<file path="config.mk">
export PLATFORM = sky130hd
export DESIGN_NAME = f32_div
export DESIGN_NICKNAME = d
export VERILOG_FILES = /design/src/rtl/f32_div.sv
export SDC_FILE = /design/constraint.sdc
export NUM_CORES = 1
export LEC_CHECK = 0
export ABC_CLOCK_PERIOD_IN_PS = 6300
export BUFFER_PORTS_ARGS = -buffer_cell sky130_fd_sc_hd__buf_4
export CORE_ASPECT_RATIO = 1.1
export CORE_MARGIN = 1.5
export CORE_UTILIZATION = 55
export DETAILED_ROUTE_END_ITERATION = 10
export PLACE_DENSITY_LB_ADDON = 0.1
export SETUP_SLACK_MARGIN = 0.15
export SLEW_MARGIN = 5
export SYNTH_ARGS = -nofsm -noshare
export SYNTH_HDL_FRONTEND = slang
export SYNTH_SLANG_ARGS = --single-unit
</file>
<file path="constraint.sdc">
create_clock -name clk -period 6.3 [get_ports clk]
set_input_delay 0.945 -clock clk [delete_from_list [all_inputs] [get_ports clk]]
set_output_delay 0.945 -clock clk [all_outputs]
set_load 0.01 [all_outputs]
</file>
<file path="src/rtl/f32_div.sv">
// Sequential IEEE-754 binary32 divider, start/done handshake compatible with f32_mult.
// Restoring mantissa division produces one quotient bit per cycle; denormals are flushed.
`timescale 1ns/1ps
module f32_div #(
  parameter logic [31:0] NAN_CANON = 32'h7FC0_0000
) (
  input  logic        clk,
  input  logic        rst,
  input  logic [31:0] a,
  input  logic [31:0] b,
  input  logic        start,
  output logic        done,
  output logic [31:0] p,
  output logic        underflow_o,
  output logic        overflow_o,
  output logic        div_by_zero_o
);

  typedef enum logic [2:0] {S_IDLE, S_CHECK, S_DIV, S_NORM, S_DONE} state_t;

  state_t             state_q, state_d;
  logic [31:0]        a_q, a_d, b_q, b_d;
  logic [24:0]        rem_q, rem_d;
  logic [23:0]        mb_q, mb_d;
  logic [25:0]        quo_q, quo_d;
  logic signed [9:0]  e_q, e_d;
  logic               sign_q, sign_d;
  logic [4:0]         cnt_q, cnt_d;
  logic [31:0]        p_q, p_d;
  logic               uf_q, uf_d, of_q, of_d, dz_q, dz_d, done_q, done_d;

  // Operand classification
  logic [7:0]  ea, eb;
  logic [22:0] fa, fb;
  logic        a_nan, b_nan, a_inf, b_inf, a_zero, b_zero, s_ab;

  // Datapath temporaries
  logic        rem_ge;
  logic [24:0] rem_diff;
  logic [23:0] mant, mant_fin;
  logic [24:0] mant_rnd;
  logic        guard, sticky, rnd_up;
  logic signed [9:0] e_norm, e_fin;

  always_comb begin
    ea     = a_q[30:23];
    eb     = b_q[30:23];
    fa     = a_q[22:0];
    fb     = b_q[22:0];
    a_nan  = (ea == 8'hFF) && (fa != '0);
    b_nan  = (eb == 8'hFF) && (fb != '0);
    a_inf  = (ea == 8'hFF) && (fa == '0);
    b_inf  = (eb == 8'hFF) && (fb == '0);
    a_zero = (ea == 8'h00);
    b_zero = (eb == 8'h00);
    s_ab   = a_q[31] ^ b_q[31];
  end

  always_comb begin
    rem_ge   = (rem_q >= {1'b0, mb_q});
    rem_diff = rem_ge ? (rem_q - {1'b0, mb_q}) : rem_q;

    if (quo_q[25]) begin
      mant   = quo_q[25:2];
      guard  = quo_q[1];
      sticky = quo_q[0] | (rem_q != '0);
      e_norm = e_q;
    end else begin
      mant   = quo_q[24:1];
      guard  = quo_q[0];
      sticky = (rem_q != '0);
      e_norm = e_q - 10'sd1;
    end
    rnd_up   = guard & (sticky | mant[0]);
    mant_rnd = {1'b0, mant} + {24'd0, rnd_up};
    if (mant_rnd[24]) begin
      mant_fin = 24'h80_0000;
      e_fin    = e_norm + 10'sd1;
    end else begin
      mant_fin = mant_rnd[23:0];
      e_fin    = e_norm;
    end
  end

  always_comb begin
    state_d = state_q;
    a_d     = a_q;
    b_d     = b_q;
    rem_d   = rem_q;
    mb_d    = mb_q;
    quo_d   = quo_q;
    e_d     = e_q;
    sign_d  = sign_q;
    cnt_d   = cnt_q;
    p_d     = p_q;
    uf_d    = uf_q;
    of_d    = of_q;
    dz_d    = dz_q;

    case (state_q)
      S_IDLE: begin
        if (start) begin
          a_d     = a;
          b_d     = b;
          uf_d    = 1'b0;
          of_d    = 1'b0;
          dz_d    = 1'b0;
          state_d = S_CHECK;
        end
      end
      S_CHECK: begin
        sign_d = s_ab;
        if (a_nan || b_nan || (a_zero && b_zero) || (a_inf && b_inf)) begin
          p_d     = NAN_CANON;
          state_d = S_DONE;
        end else if (a_inf) begin
          p_d     = {s_ab, 8'hFF, 23'd0};
          state_d = S_DONE;
        end else if (b_inf) begin
          p_d     = {s_ab, 31'd0};
          state_d = S_DONE;
        end else if (b_zero) begin
          p_d     = {s_ab, 8'hFF, 23'd0};
          dz_d    = 1'b1;
          state_d = S_DONE;
        end else if (a_zero) begin
          p_d     = {s_ab, 31'd0};
          state_d = S_DONE;
        end else begin
          e_d     = $signed({2'b00, ea}) - $signed({2'b00, eb}) + 10'sd127;
          rem_d   = {2'b01, fa};
          mb_d    = {1'b1, fb};
          quo_d   = '0;
          cnt_d   = '0;
          state_d = S_DIV;
        end
      end
      S_DIV: begin
        // rem stays below 2*mb, so the shifted value always fits in 25 bits
        quo_d = {quo_q[24:0], rem_ge};
        rem_d = {rem_diff[23:0], 1'b0};
        cnt_d = cnt_q + 5'd1;
        if (cnt_q == 5'd25) begin
          state_d = S_NORM;
        end
      end
      S_NORM: begin
        if (e_fin >= 10'sd255) begin
          p_d  = {sign_q, 8'hFF, 23'd0};
          of_d = 1'b1;
        end else if (e_fin <= 10'sd0) begin
          p_d  = {sign_q, 31'd0};
          uf_d = 1'b1;
        end else begin
          p_d  = {sign_q, e_fin[7:0], mant_fin[22:0]};
        end
        state_d = S_DONE;
      end
      S_DONE: begin
        state_d = S_IDLE;
      end
      default: begin
        state_d = S_IDLE;
      end
    endcase

    done_d = (state_d == S_DONE);
  end

  always_ff @(posedge clk or posedge rst) begin
    if (rst) begin
      state_q <= S_IDLE;
      a_q     <= '0;
      b_q     <= '0;
      rem_q   <= '0;
      mb_q    <= '0;
      quo_q   <= '0;
      e_q     <= '0;
      sign_q  <= 1'b0;
      cnt_q   <= '0;
      p_q     <= '0;
      uf_q    <= 1'b0;
      of_q    <= 1'b0;
      dz_q    <= 1'b0;
      done_q  <= 1'b0;
    end else begin
      state_q <= state_d;
      a_q     <= a_d;
      b_q     <= b_d;
      rem_q   <= rem_d;
      mb_q    <= mb_d;
      quo_q   <= quo_d;
      e_q     <= e_d;
      sign_q  <= sign_d;
      cnt_q   <= cnt_d;
      p_q     <= p_d;
      uf_q    <= uf_d;
      of_q    <= of_d;
      dz_q    <= dz_d;
      done_q  <= done_d;
    end
  end

  assign done          = done_q;
  assign p             = p_q;
  assign underflow_o   = uf_q;
  assign overflow_o    = of_q;
  assign div_by_zero_o = dz_q;

endmodule

</file>
==> results of run 1 <==
## area by class of cell
type | count | area share (%)
Clock buffer | 17 | 3.27
Clock inverter | 14 | 1.16
Inverter | 60 | 1.76
Multi-Input combinational cell | 1001 | 47.4
Sequential cell | 194 | 37.4
Tap cell | 256 | 2.46
Timing Repair Buffer | 112 | 6.56
## layout by cell type, fill, tap and decap left out, types with 5 or more instances in the layout
cell type                    Yosys  layout
sky130_fd_sc_hd__mux2i_1        37      37
sky130_fd_sc_hd__nand4_1        18      18
sky130_fd_sc_hd__nand3_1        30      30
sky130_fd_sc_hd__a21boi_0        5       5
sky130_fd_sc_hd__and3_1          8       8
sky130_fd_sc_hd__a21o_1         13      13
sky130_fd_sc_hd__nor2_1         59      59
sky130_fd_sc_hd__or3_1           8       8
sky130_fd_sc_hd__a22o_1         14      14
sky130_fd_sc_hd__buf_4           0     111
sky130_fd_sc_hd__ha_1           38      38
sky130_fd_sc_hd__o21ai_0       108     108
sky130_fd_sc_hd__inv_6           0       5
sky130_fd_sc_hd__o22ai_1         5       5
sky130_fd_sc_hd__nor4_1         28      27
sky130_fd_sc_hd__mux2_2         25      25
sky130_fd_sc_hd__xnor2_1        41      41
sky130_fd_sc_hd__a21oi_1        45      44
sky130_fd_sc_hd__nor3_1         18      17
sky130_fd_sc_hd__a31oi_1        11      11
sky130_fd_sc_hd__o21bai_1        6       6
sky130_fd_sc_hd__a32o_1         12      12
sky130_fd_sc_hd__inv_1          60      59
sky130_fd_sc_hd__nand2_1       330     329
sky130_fd_sc_hd__xor2_1         21      21
sky130_fd_sc_hd__a211oi_1        7       7
sky130_fd_sc_hd__clkbuf_16       0      17
sky130_fd_sc_hd__nand2b_1        8       8
sky130_fd_sc_hd__or2_2           7       7
sky130_fd_sc_hd__clkinvlp_4      0       5
sky130_fd_sc_hd__dfrtp_1       194     193
sky130_fd_sc_hd__nor2b_1        14      14
sky130_fd_sc_hd__o21a_1          7       7
## worst max path at each step
| stage | slack, ps | cells after the start | startpoint | end |
|---|---|---|---|---|
| floorplan | 1450 | 19 | quo_q[25]$_DFFE_PP0P_ | p[10]$_DFFE_PP0P_ |
| global placement | 2060 | 12 | quo_q[25]$_DFFE_PP0P_ | p[6]$_DFFE_PP0P_ |
| detailed placement | 1930 | 12 | quo_q[25]$_DFFE_PP0P_ | p[6]$_DFFE_PP0P_ |
| CTS | 1940 | 12 | quo_q[25]$_DFFE_PP0P_ | p[6]$_DFFE_PP0P_ |
| global route | 1660 | 12 | quo_q[25]$_DFFE_PP0P_ | p[6]$_DFFE_PP0P_ |
| finish | 1940 | 12 | quo_q[25]$_DFFE_PP0P_ | p[6]$_DFFE_PP0P_ |
## layer usage
metal  global-route usage (%)  up-vias
met5                        0        -
met4                     9.47        0
met3                     3.47       48
met2                     45.8      178
met1                     34.5     4592
li1                         -     4728
## stage by stage
step	setup slack [ps]	util, %	total power, mW	cells	area, sq um
3_3_place_gp	2060	60.3	6.00	1623	12400
2_1_floorplan	1450	-	5.11	1325	11500
3_5_place_dp	1930	60.3	6.08	1623	12400
5_1_grt	1660	63.2	7.81	1654	13000
4_1_cts	1940	63.1	7.19	1654	13000
6_report	1940	63.2	7.19	1654	13000
## power breakdown
group	leakage [nW]	switching (mW)	internal [mW]
combinational	3.18	2.24	1.64
sequential	2.48	0.495	1.73
clock	0.269	0.519	0.556
## sequential cells by signal, indices dropped and copies added (netlist names), 3 cells and up
signal   cells
p           32
mb_q        24
quo_q       26
cnt_q        5
rem_q       25
b_q         32
state_q      3
e_q         10
a_q         32
## cells by family after synthesis
logic type               synth area share, %
AND/OR/NAND/NOR                         22.0
AO/OA/AOI/OAI                           15.9
flip-flops                              42.2
buffers and inverters                   4.57
XOR/XNOR                                5.25
multiplexers                            5.66
adder cells (fa/ha/maj)                 4.48
## worst max-delay path, stage by stage, from the launching register on
cell and delay (ps):
sky130_fd_sc_hd__dfrtp_2 560, sky130_fd_sc_hd__nand2b_1 250, sky130_fd_sc_hd__a21boi_0 190, sky130_fd_sc_hd__ha_1 250
sky130_fd_sc_hd__nand3_1 130, sky130_fd_sc_hd__or4b_1 670, sky130_fd_sc_hd__or4_1 690, sky130_fd_sc_hd__nor4_4 370
sky130_fd_sc_hd__xnor2_1 190, sky130_fd_sc_hd__nor4_4 360, sky130_fd_sc_hd__nor4b_4 80, sky130_fd_sc_hd__buf_4 240
sky130_fd_sc_hd__a32o_1 260
==> out/summary.md, run 1 <==
The run finished with clean final reports. The die outline area is 21,800 sq um. Counting flops with a built-in enable in the synthesized netlist gives 0. For the clock skew after layout, the log shows 16.0 ps. The number of failing hold endpoints at the final stage is 0. Sequential cells were found to cover 42.2% of the synthesized design area.

Clock tree synthesis inserted a total of 17 buffers. The detailed router placed 9,546 vias in this run. The floorplan step set the die height to 155 microns. The worst hold path begins at mb_q[23]$_DFFE_PP0P_. Gates resized during post-CTS repair numbered 0. The number of hold buffers added after CTS was 0.

The repair_antennas step left the layout with diodes totalling 0. The number of cell instances on the worst register-to-register path is 12. Across the whole layout, storage elements account for 4860 sq um. The timing-limited maximum frequency came out at 0.229 GHz. The die extent in x works out to 141 microns. The tightest min-delay check is of the reg -> reg type. Clock tree synthesis selected as its root buffer the cell sky130_fd_sc_hd__clkbuf_16. Headroom to the max-slew limit came out at 20.2%. In this run the core area contains 55 standard-cell rows. In this run the worst path has a maximum fanout of 23.

The power density over cell area came out at 553 nW/um^2. The tools report the endpoint class of the critical path as a flop. Count of input and output buffers: 102. Setup total negative slack on the finished layout was measured at 0 ps. The congestion estimate from routability-driven global placement came to 0.900. After detailed routing, no signal wire sits above met4. The run gives 158 as the pin count of the biggest net entering global routing.

The run gives 1,432 as the number of nets in the synthesized netlist. The total half-perimeter wirelength after legalization and detailed placement was 19,900 microns. Cells with a size suffix above 1 make up 14.0% of the layout. The clock reaches the later pin of the worst-skew pair after 440 ps. The required time of the worst setup path was 6620 ps; the cell depth of the worst hold path was 2.

IR analysis of the VDD net gives a maximum drop of 283 uV. The worst setup path is launched from a flop. The run gives 0 as the number of warnings reported in the yosys synthesis log. Of the available clock period, the critical path in the final layout requires 69.2%. In the post-synthesis netlist, the biggest area contributors are sky130_fd_sc_hd__dfrtp_1 42%, sky130_fd_sc_hd__nand2_1 11%, sky130_fd_sc_hd__o21ai_0 4.7%. For the pin with the worst max-slew slack, the measured transition is 1200 ps.

The cell area that synthesis handed to floorplanning was 11,500 sq um. The origin of the critical flop-to-flop path was quo_q[25]$_DFFE_PP0P_. Buffers added to address setup during post-CTS repair amount to 0.

The met2 wire length was 13,700 microns; the arrival time reported for the critical path endpoint was 4680 ps. After detailed routing, the number of remaining DRC violations is 0. The run gives 0 as the residual antenna-violating net count after detailed routing. Most frequent cell after synthesis: sky130_fd_sc_hd__nand2_1.

The average via count per standard cell is 5.77. The largest total area in the synthesized netlist belongs to sky130_fd_sc_hd__dfrtp_1. For flop-to-flop paths, the worst setup slack is 1940 ps. The endpoint of the worst hold path is mb_q[23]$_DFFE_PP0P_. After synthesis, the most frequently instantiated cells are 330 x sky130_fd_sc_hd__nand2_1, 194 x sky130_fd_sc_hd__dfrtp_1, 108 x sky130_fd_sc_hd__o21ai_0, 60 x sky130_fd_sc_hd__inv_1, 59 x sky130_fd_sc_hd__nor2_1.

For this configuration, the core starts out at a cell density of 56.0%. Summing all multi-input logic gate instances after layout gives 6160 sq um. After clock tree synthesis, the clock-pin slew on the worst setup and hold paths is 70 ps.

The setup path with the least slack is of type reg -> reg. The placeable core area is 20,600 sq um, and the routed metal-1 wire length is 12,700 microns. TritonCTS built the clock tree. Count of nets after finishing: 1,493. The number of antenna violations at the first check in global routing came out at 0.

In this run the static leakage power is 5.93 nW. The logs give 9,181 for the number of global-route vias before repair and 46,300 microns for the first-pass GRT wire length. Setup repair after global routing left no endpoint under its margin.

The count of different cell masters after synthesis was 72. Dividing the detail-routed wire length by the instance count gives 16.9 microns. Setup violations remaining at the end of the flow were counted as 0.

The worst register-to-register path ends at p[6]$_DFFE_PP0P_. The number of cells produced by synthesis is 1,325. For this run, the detailed router's first-pass iteration total came to 5.

The H-tree was split into 4 levels. Fill cells in the final layout number 1,811. Hold is met by 462 ps. After global routing the overflow that remains totals 0.

Summed over all layers, the routed wires come to 27,900 microns. Detailed-routed wire length on met3: 713 microns. The total routing resource utilization after global routing was 26.6%. The count of pins on the block boundary was 103. In the synthesized netlist the async set-or-reset flop fraction comes to 100%. In this run the mean area of a mapped cell was 8.69 sq um. The first routing iteration left 625 violations. The routed design could run at a clock period as short as 4360 ps.

The largest buffer count on any clock path was 2; the total of flip-flops plus latches after synthesis was 194. Compared with the post-synthesis result, the final layout area differs by 12.9%. The top-area cell type share of the netlist area is 42.2%. The flip-flop cell with the highest count after synthesis was sky130_fd_sc_hd__dfrtp_1.

The logs give 0 for the number of violations of the max-capacitance limit and 0 for the total count of max-transition violations in the final report. The run gives 194 as the number of sinks driven by the clock tree.
Note: power is estimated with default switching activity, not from simulation.
==> run 2: changes to the inputs <==
--- a/config.mk
+++ b/config.mk
@@ -5,7 +5,7 @@
 export SDC_FILE = /design/constraint.sdc
 export NUM_CORES = 1
 export LEC_CHECK = 0
-export ABC_CLOCK_PERIOD_IN_PS = 6300
+export ABC_CLOCK_PERIOD_IN_PS = 3900
 export BUFFER_PORTS_ARGS = -buffer_cell sky130_fd_sc_hd__buf_4
 export CORE_ASPECT_RATIO = 1.1
 export CORE_MARGIN = 1.5
==> constraint.sdc (replaced) <==
create_clock -name clk -period 3.9 [get_ports clk]
set_input_delay 0.585 -clock clk [delete_from_list [all_inputs] [get_ports clk]]
set_output_delay 0.585 -clock clk [all_outputs]
set_load 0.01 [all_outputs]
==> out/summary.md, run 2 (synthesized netlist as in run 1, its figures left out) <==
The residual antenna-violating net count after detailed routing is 0, and the routability congestion estimate from global placement is 0.892. Critical-path cell with the highest stage delay: sky130_fd_sc_hd__or4_4. The highest cell delay on the worst timing path was 520 ps.

The final critical path takes up 95.3% of the cycle. Global routing used 27.5% of the available tracks across all layers. The tool flagged a number of max-cap violations equal to 0. Number of global-route vias before repair: 9,329. The routed design could run at a clock period as short as 3720 ps. The analysis attributes to cell leakage a power of 6.20 nW. For the floorplan row count, the log shows 55. For this configuration, the core starts out at a cell density of 56.0%. The top cell types in the final layout, fill and taps aside, are 328 x sky130_fd_sc_hd__nand2_1, 193 x sky130_fd_sc_hd__dfrtp_1, 134 x sky130_fd_sc_hd__buf_4. TritonCTS built the clock tree.

Summed over all layers, the routed wires come to 29,300 microns. STA classifies the critical path startpoint as a flop. After clock tree synthesis, the clock-pin slew on the worst setup and hold paths is 90 ps.

The tree is rooted in a sky130_fd_sc_hd__clkbuf_16. Final instance count without filler cells: 1,686. The number of antenna diodes in the final layout is 0.

STA puts the critical path data arrival time at 4060 ps. Port buffering added 102 buffers. The die covers 21,800 sq um. The final route contains 9,764 vias.

At the worst endpoint, the required time is 4240 ps. The area taken by multi-input logic gates is 6330 sq um, and the count of pins on the block boundary is 103. The peak fanout along the critical path is 7. Headroom to the max-slew limit came out at 51.1%. CTS built an H-tree with a depth of 4. Number of antenna violations at the first check in global routing: 0.

The run gives 450 ps as the clock latency of the later-clocked register in the worst-skew pair. The wire-length estimate of the detail-placed layout is 20,500 microns. Endpoint class of the critical path: a flop. The floorplan die height works out to 155 microns. From synthesis to final layout, the design area changed by 17.2%.

The first global-routing pass estimated 47,700 microns of wire. The number of optimization iterations in the first detailed-route pass came out at 5. For the register-to-register setup slack, the log shows 180 ps. Clock skew after layout: 15.5 ps. The run gives 0 as the residual DRC count.

For this run the aggregate overflow at the end of global routing stands at 0. By startpoint and endpoint, the worst setup path is classified as reg -> reg. The worst voltage drop across the vdd grid came out at 519 uV. The completed layout was analyzed and its total power is 12.0 mW.

Counting along the longest clock path gives a buffer depth of 2. The count of buffer and inverter cells on the critical path is 3, and the placeable core area is 20,600 sq um. Entering global routing, the biggest net connects 75 pins. The cell type group with the largest total delay on the critical path is simple AND/OR/NAND/NOR gates.

Fill cell total of the finished layout: 1,798. Setup repair after global routing could not meet its margin everywhere. The average via count per standard cell came out at 5.79. In the final design database the tool counted 1,524 nets. For the pin with the worst max-slew slack, the measured transition is 733 ps.

The run finished with clean final reports. Of the cells placed in the final design, the portion with a size suffix greater than 1 is 17.1%. Walking the worst path, the cells encountered are nand2b_4 -> a21boi_4 -> ha_4 -> nand3_4 -> or4b_4 -> or4_4 -> buf_4 -> nor3_4 -> xnor2_2 -> nor4_4 -> nor4b_4 -> buf_6 -> clkbuf_16 -> a32o_1. The area of all sequential standard cells was 4860 sq um; the count of final setup violators was 0. In this run, post-CTS hold repair placed 0 buffers. The logs give 0 ps for the summed negative setup slack over all endpoints and 629 for the number of DRC markers after the initial detailed-route iteration. After detailed routing, the average wire length per cell comes to 17.4 microns. Timing would allow up to 0.269 GHz. The number of failing hold endpoints at the final stage was 0; the total count of max-transition violations in the final report was 0.

The tools report the placed instance count as 1,643. For the final design utilization, the log shows 65.6%. In this run the horizontal extent of the chip is 141 microns. The most common library cell in the layout ignoring fill and taps is sky130_fd_sc_hd__nand2_1. The type of the worst min-delay path was in -> async. The clock drives 194 sinks.

Clock tree synthesis inserted a total of 17 buffers. Power spread over the standard cell area amounts to 886 nW/um^2.
-- run 2: cell count changes in the layout (fill, tap and decap cells not counted), moves of 2 or more --
cell / change
sky130_fd_sc_hd__inv_12: +2
sky130_fd_sc_hd__clkinvlp_4: -3
sky130_fd_sc_hd__inv_6: -2
sky130_fd_sc_hd__buf_6: +5
sky130_fd_sc_hd__buf_4: +23
sky130_fd_sc_hd__clkinv_8: +3
sky130_fd_sc_hd__nor4_1: -2
sky130_fd_sc_hd__xnor2_1: -3
sky130_fd_sc_hd__inv_8: +2
sky130_fd_sc_hd__clkbuf_16: +2
sky130_fd_sc_hd__xnor2_2: +2
-- run 2: repair_timing --
action | 4_1_cts | 5_1_grt
resized for setup | 0 | 20
buffers inserted | 0 | 9
setup endpoints to repair | 0 | 28
-- run 2: worst paths after layout --
path / cells after the start / start / end
min in group clk: 3 / b[8] / b_q[8]$_DFFE_PP0P_
worst min register to register: 2 / mb_q[23]$_DFFE_PP0P_ / mb_q[23]$_DFFE_PP0P_
max in group asynchronous: 3 / rst / quo_q[8]$_DFFE_PP0P_
worst max register to register: 14 / quo_q[25]$_DFFE_PP0P_ / p[6]$_DFFE_PP0P_
worst max-delay path: 14 / quo_q[25]$_DFFE_PP0P_ / p[6]$_DFFE_PP0P_
worst min-delay path: 2 / rst / a_q[31]$_DFFE_PP0P_
-- run 2: power breakdown --
| group | internal (mW) | switching, mW |
|---|---|---|
| Sequential | 2.80 | 0.799 |
| Clock | 0.878 | 0.948 |
| Combinational | 2.79 | 3.74 |
-- run 2: worst register-to-register path, cell delays in order, from the launching register on --
cell and delay (ps):
sky130_fd_sc_hd__dfrtp_2 480, sky130_fd_sc_hd__nand2b_4 190, sky130_fd_sc_hd__a21boi_4 170, sky130_fd_sc_hd__ha_4 170
sky130_fd_sc_hd__nand3_4 80, sky130_fd_sc_hd__or4b_4 510, sky130_fd_sc_hd__or4_4 520, sky130_fd_sc_hd__buf_4 180
sky130_fd_sc_hd__nor3_4 210, sky130_fd_sc_hd__xnor2_2 130, sky130_fd_sc_hd__nor4_4 370, sky130_fd_sc_hd__nor4b_4 90
sky130_fd_sc_hd__buf_6 150, sky130_fd_sc_hd__clkbuf_16 160, sky130_fd_sc_hd__a32o_1 210
-- run 2: per-layer routing --
| metal | GRT usage [%] | wire length [microns] |
|---|---|---|
| met5 | 0 | 0 |
| met4 | 9.42 | 720 |
| met3 | 2.91 | 852 |
| met2 | 47.6 | 14600 |
| met1 | 35.9 | 13100 |
-- run 2: per-stage QoR --
stage	worst slack, ps	hold WS [ps]	cell area [sq um]
after global placement	337	434	12600
after CTS	232	71.6	13300
final	184	66.4	13500
after global routing	79.4	87.0	13500
after detailed placement	267	436	12600
after floorplan	-56.9	418	11600
-- run 2: layout make-up --
cell class / instances / area share, %
Timing Repair Buffer: 143 / 8.54
Clock inverter: 15 / 1.39
Inverter: 60 / 1.70
Clock buffer: 17 / 3.15
Sequential cell: 194 / 36.0
Multi-Input combinational cell: 1001 / 46.9
Tap cell: 256 / 2.37
==> run 3: changes to the inputs <==
--- a/config.mk
+++ b/config.mk
@@ -7,9 +7,11 @@
 export LEC_CHECK = 0
 export ABC_CLOCK_PERIOD_IN_PS = 3900
 export BUFFER_PORTS_ARGS = -buffer_cell sky130_fd_sc_hd__buf_4
-export CORE_ASPECT_RATIO = 1.1
+export CORE_ASPECT_RATIO = 0.8
 export CORE_MARGIN = 1.5
 export CORE_UTILIZATION = 55
+export CTS_BUF_LIST = sky130_fd_sc_hd__clkbuf_16
+export CTS_CLUSTER_SIZE = 8
 export DETAILED_ROUTE_END_ITERATION = 10
 export PLACE_DENSITY_LB_ADDON = 0.1
 export SETUP_SLACK_MARGIN = 0.15
==> out/summary.md, run 3 (synthesized netlist as in run 1, its figures left out) <==
The run finished with clean final reports. For the area taken by multi-input logic gates, the log shows 6270 sq um. Number of optimization iterations in the first detailed-route pass: 5.

Count of pins on the block boundary: 103. The most common library cell in the layout ignoring fill and taps was sky130_fd_sc_hd__nand2_1. The run gives 18.0% as the headroom to the max-slew limit. For this run, design rule violations remaining after detail routing come to 0. The total number of vias was 9,804; the register-to-register setup slack was 170 ps.

The repair_antennas step left the layout with diodes totalling 0. The number of global-route vias before repair was 9,175. The final design utilization came out at 65.7%.

The most critical setup path has its endpoint at p[21]$_DFFE_PP0P_. On the final layout, the worst clock skew is 19.8 ps. For this block, the initial DRC count from the detailed router was 872. After filler insertion, the fill cell instance count of the layout stands at 1,722. The die extent in x was 165 microns.

Clock-pin slew was measured on the worst setup and hold paths at 90 ps. For the number of failing hold endpoints at the final stage, the log shows 0. The pin count of the biggest net entering global routing was 103; the count of nets after finishing was 1,522. The total overflow left after global routing is 0.

The library cells used most frequently in the layout, excluding fill and tap cells, are 328 x sky130_fd_sc_hd__nand2_1, 191 x sky130_fd_sc_hd__dfrtp_1, 130 x sky130_fd_sc_hd__buf_4. The peak fanout along the critical path is 8, and the total count of max-transition violations in the final report is 0. For the floorplan row count, the log shows 47. In the global route stage, overall resource usage came out at 28.1%. The worst hold path begins at a[2].

The core region is 20,600 sq um. The final critical delay including setup and external delays came out at 3730 ps. Wires add up to 29,600 microns. For the worst hold slack after final layout, the log shows 315 ps.

The critical path is of the reg -> reg type. Summed over all cells, the static leakage comes to 6.19 nW. In the finished design, the share of the clock period the worst path needs comes to 95.7%. Data on the critical path is required at its endpoint by 4280 ps. Timing-limited maximum frequency: 0.268 GHz. Once the floorplan was initialized, standard cells occupied 55.9% of the core. The number of buffers added by the clock tree synthesis step is 17. STA classifies the critical path endpoint as a flop.

For the pin with the worst max-slew slack, the measured transition is 1230 ps. The tools report the die outline area as 21,800 sq um. The average detailed-routed wire length per instance came out at 17.5 microns.

The clock tree root buffer cell is sky130_fd_sc_hd__clkbuf_16. The logs give 4860 sq um for the area of all sequential standard cells and 589 uV for the worst voltage drop across the vdd grid. The setup slack of the critical path after layout came out at 169 ps.

The number of cell instances on the worst register-to-register path was 13; the largest buffer count on any clock path was 2. The tool flagged a number of max-cap violations equal to 0. After detailed routing, the number of vias per cell comes to 5.78. In this run the remaining antenna-violating nets after routing total 0. Level count of the clock H-tree: 4.

The type of the worst min-delay path was in -> reg. The number of antenna violations at the first check in global routing was 0. Tracing the worst setup path back leads to its startpoint at quo_q[25]$_DFFE_PP0P_. TritonCTS built the clock tree. The floorplan die height came out at 132 microns. The worst register-to-register path ends at p[21]$_DFFE_PP0P_. The startpoint identified for the worst register-to-register timing path is quo_q[25]$_DFFE_PP0P_. For this design the ratio of total power to cell area is 895 nW/um^2. The run gives 450 ps as the clock latency of the later-clocked register in the worst-skew pair. The tools report the startpoint type of the worst setup path as a flop.

For the worst setup path, the data arrival time is 4110 ps. Timing analysis after detailed placement gives a worst setup slack of 35.0 ps. Share of final-layout standard cells stronger than drive strength 1: 16.9%. The count of input and output buffers was 102. The first global-routing pass estimated 48,100 microns of wire. The number of sinks driven by the clock tree is 194. Setup violations remaining at the end of the flow were counted as 0. For the routability congestion estimate from global placement, the log shows 0.905. Setup repair after global routing could not meet its margin everywhere.

Synthesis-to-layout area growth: 17.5%. The total half-perimeter wirelength after legalization and detailed placement was 21,200 microns.
==> run 3: changes by cell type in the layout (fill, tap and decap cells not counted), moves of 2 or more <==
cell	change
sky130_fd_sc_hd__buf_6	-4
sky130_fd_sc_hd__inv_8	+4
sky130_fd_sc_hd__buf_4	-4
sky130_fd_sc_hd__dfrtp_1	-2
sky130_fd_sc_hd__buf_12	+6
sky130_fd_sc_hd__dfrtp_2	+2
sky130_fd_sc_hd__inv_6	-2
sky130_fd_sc_hd__clkinv_4	-2
==> run 3: worst min path at each step <==
stage / end / slack, ps / cells past startpoint
2_1_floorplan: mb_q[23]$_DFFE_PP0P_ / 420 / 2
3_3_place_gp: mb_q[23]$_DFFE_PP0P_ / 430 / 2
3_5_place_dp: mb_q[23]$_DFFE_PP0P_ / 440 / 2
4_1_cts: b_q[6]$_DFFE_PP0P_ / 310 / 3
5_1_grt: b_q[10]$_DFFE_PP0P_ / 320 / 3
6_report: a_q[2]$_DFFE_PP0P_ / 320 / 3
==> run 3: final cells by class <==
cell class / instances / share of cell area [%]
Timing Repair Buffer: 141 / 8.72
Multi-Input combinational cell: 1001 / 46.4
Clock inverter: 15 / 1.63
Clock buffer: 17 / 3.15
Inverter: 60 / 1.69
Tap cell: 269 / 2.49
Sequential cell: 194 / 35.9
==> run 3: routing by layer <==
layer / GRT usage, % / up-vias / wire length (microns)
met5: 0 / - / 0
met3: 5.55 / 22 / 2100
met1: 43.4 / 4723 / 14600
met2: 40.4 / 275 / 12600
met4: 6.76 / 0 / 296
li1: - / 4784 / -
==> run 3: power by group <==
| part | internal, mW | switching, mW | leakage [nW] |
|---|---|---|---|
| Combinational | 2.83 | 3.74 | 3.40 |
| Clock | 0.957 | 0.938 | 0.314 |
| Sequential | 2.80 | 0.841 | 2.48 |
==> run 3: through the flow <==
| stage | cells | TNS, ps | total power, mW | cell area (sq um) |
|---|---|---|---|---|
| 2_1_floorplan | 1325 | -767 | 8.29 | 11600 |
| 3_3_place_gp | 1654 | 0 | 9.90 | 12700 |
| 3_5_place_dp | 1654 | 0 | 10.0 | 12700 |
| 4_1_cts | 1686 | 0 | 12.0 | 13400 |
| 5_1_grt | 1697 | 0 | 13.1 | 13500 |
| 6_report | 1697 | 0 | 12.1 | 13500 |
==> run 3: worst max-delay path: stages (launching register included) <==
cell and delay (ps):
sky130_fd_sc_hd__dfrtp_2 440, sky130_fd_sc_hd__nand2b_4 170, sky130_fd_sc_hd__a21boi_4 160, sky130_fd_sc_hd__ha_4 170
sky130_fd_sc_hd__nand3_4 70, sky130_fd_sc_hd__or4b_4 560, sky130_fd_sc_hd__or4_4 530, sky130_fd_sc_hd__nor4_4 290
sky130_fd_sc_hd__xor2_2 270, sky130_fd_sc_hd__o31ai_4 140, sky130_fd_sc_hd__nor4b_4 350, sky130_fd_sc_hd__buf_4 220
sky130_fd_sc_hd__clkbuf_16 150, sky130_fd_sc_hd__a32o_1 140
==> run 3: repair_timing <==
action	in CTS	in global routing
gates cloned	0	2
pin swaps	0	3
hold buffers	0	0
setup buffers	0	9
endpoints found under the setup margin	24	28
gates resized for setup	3	15
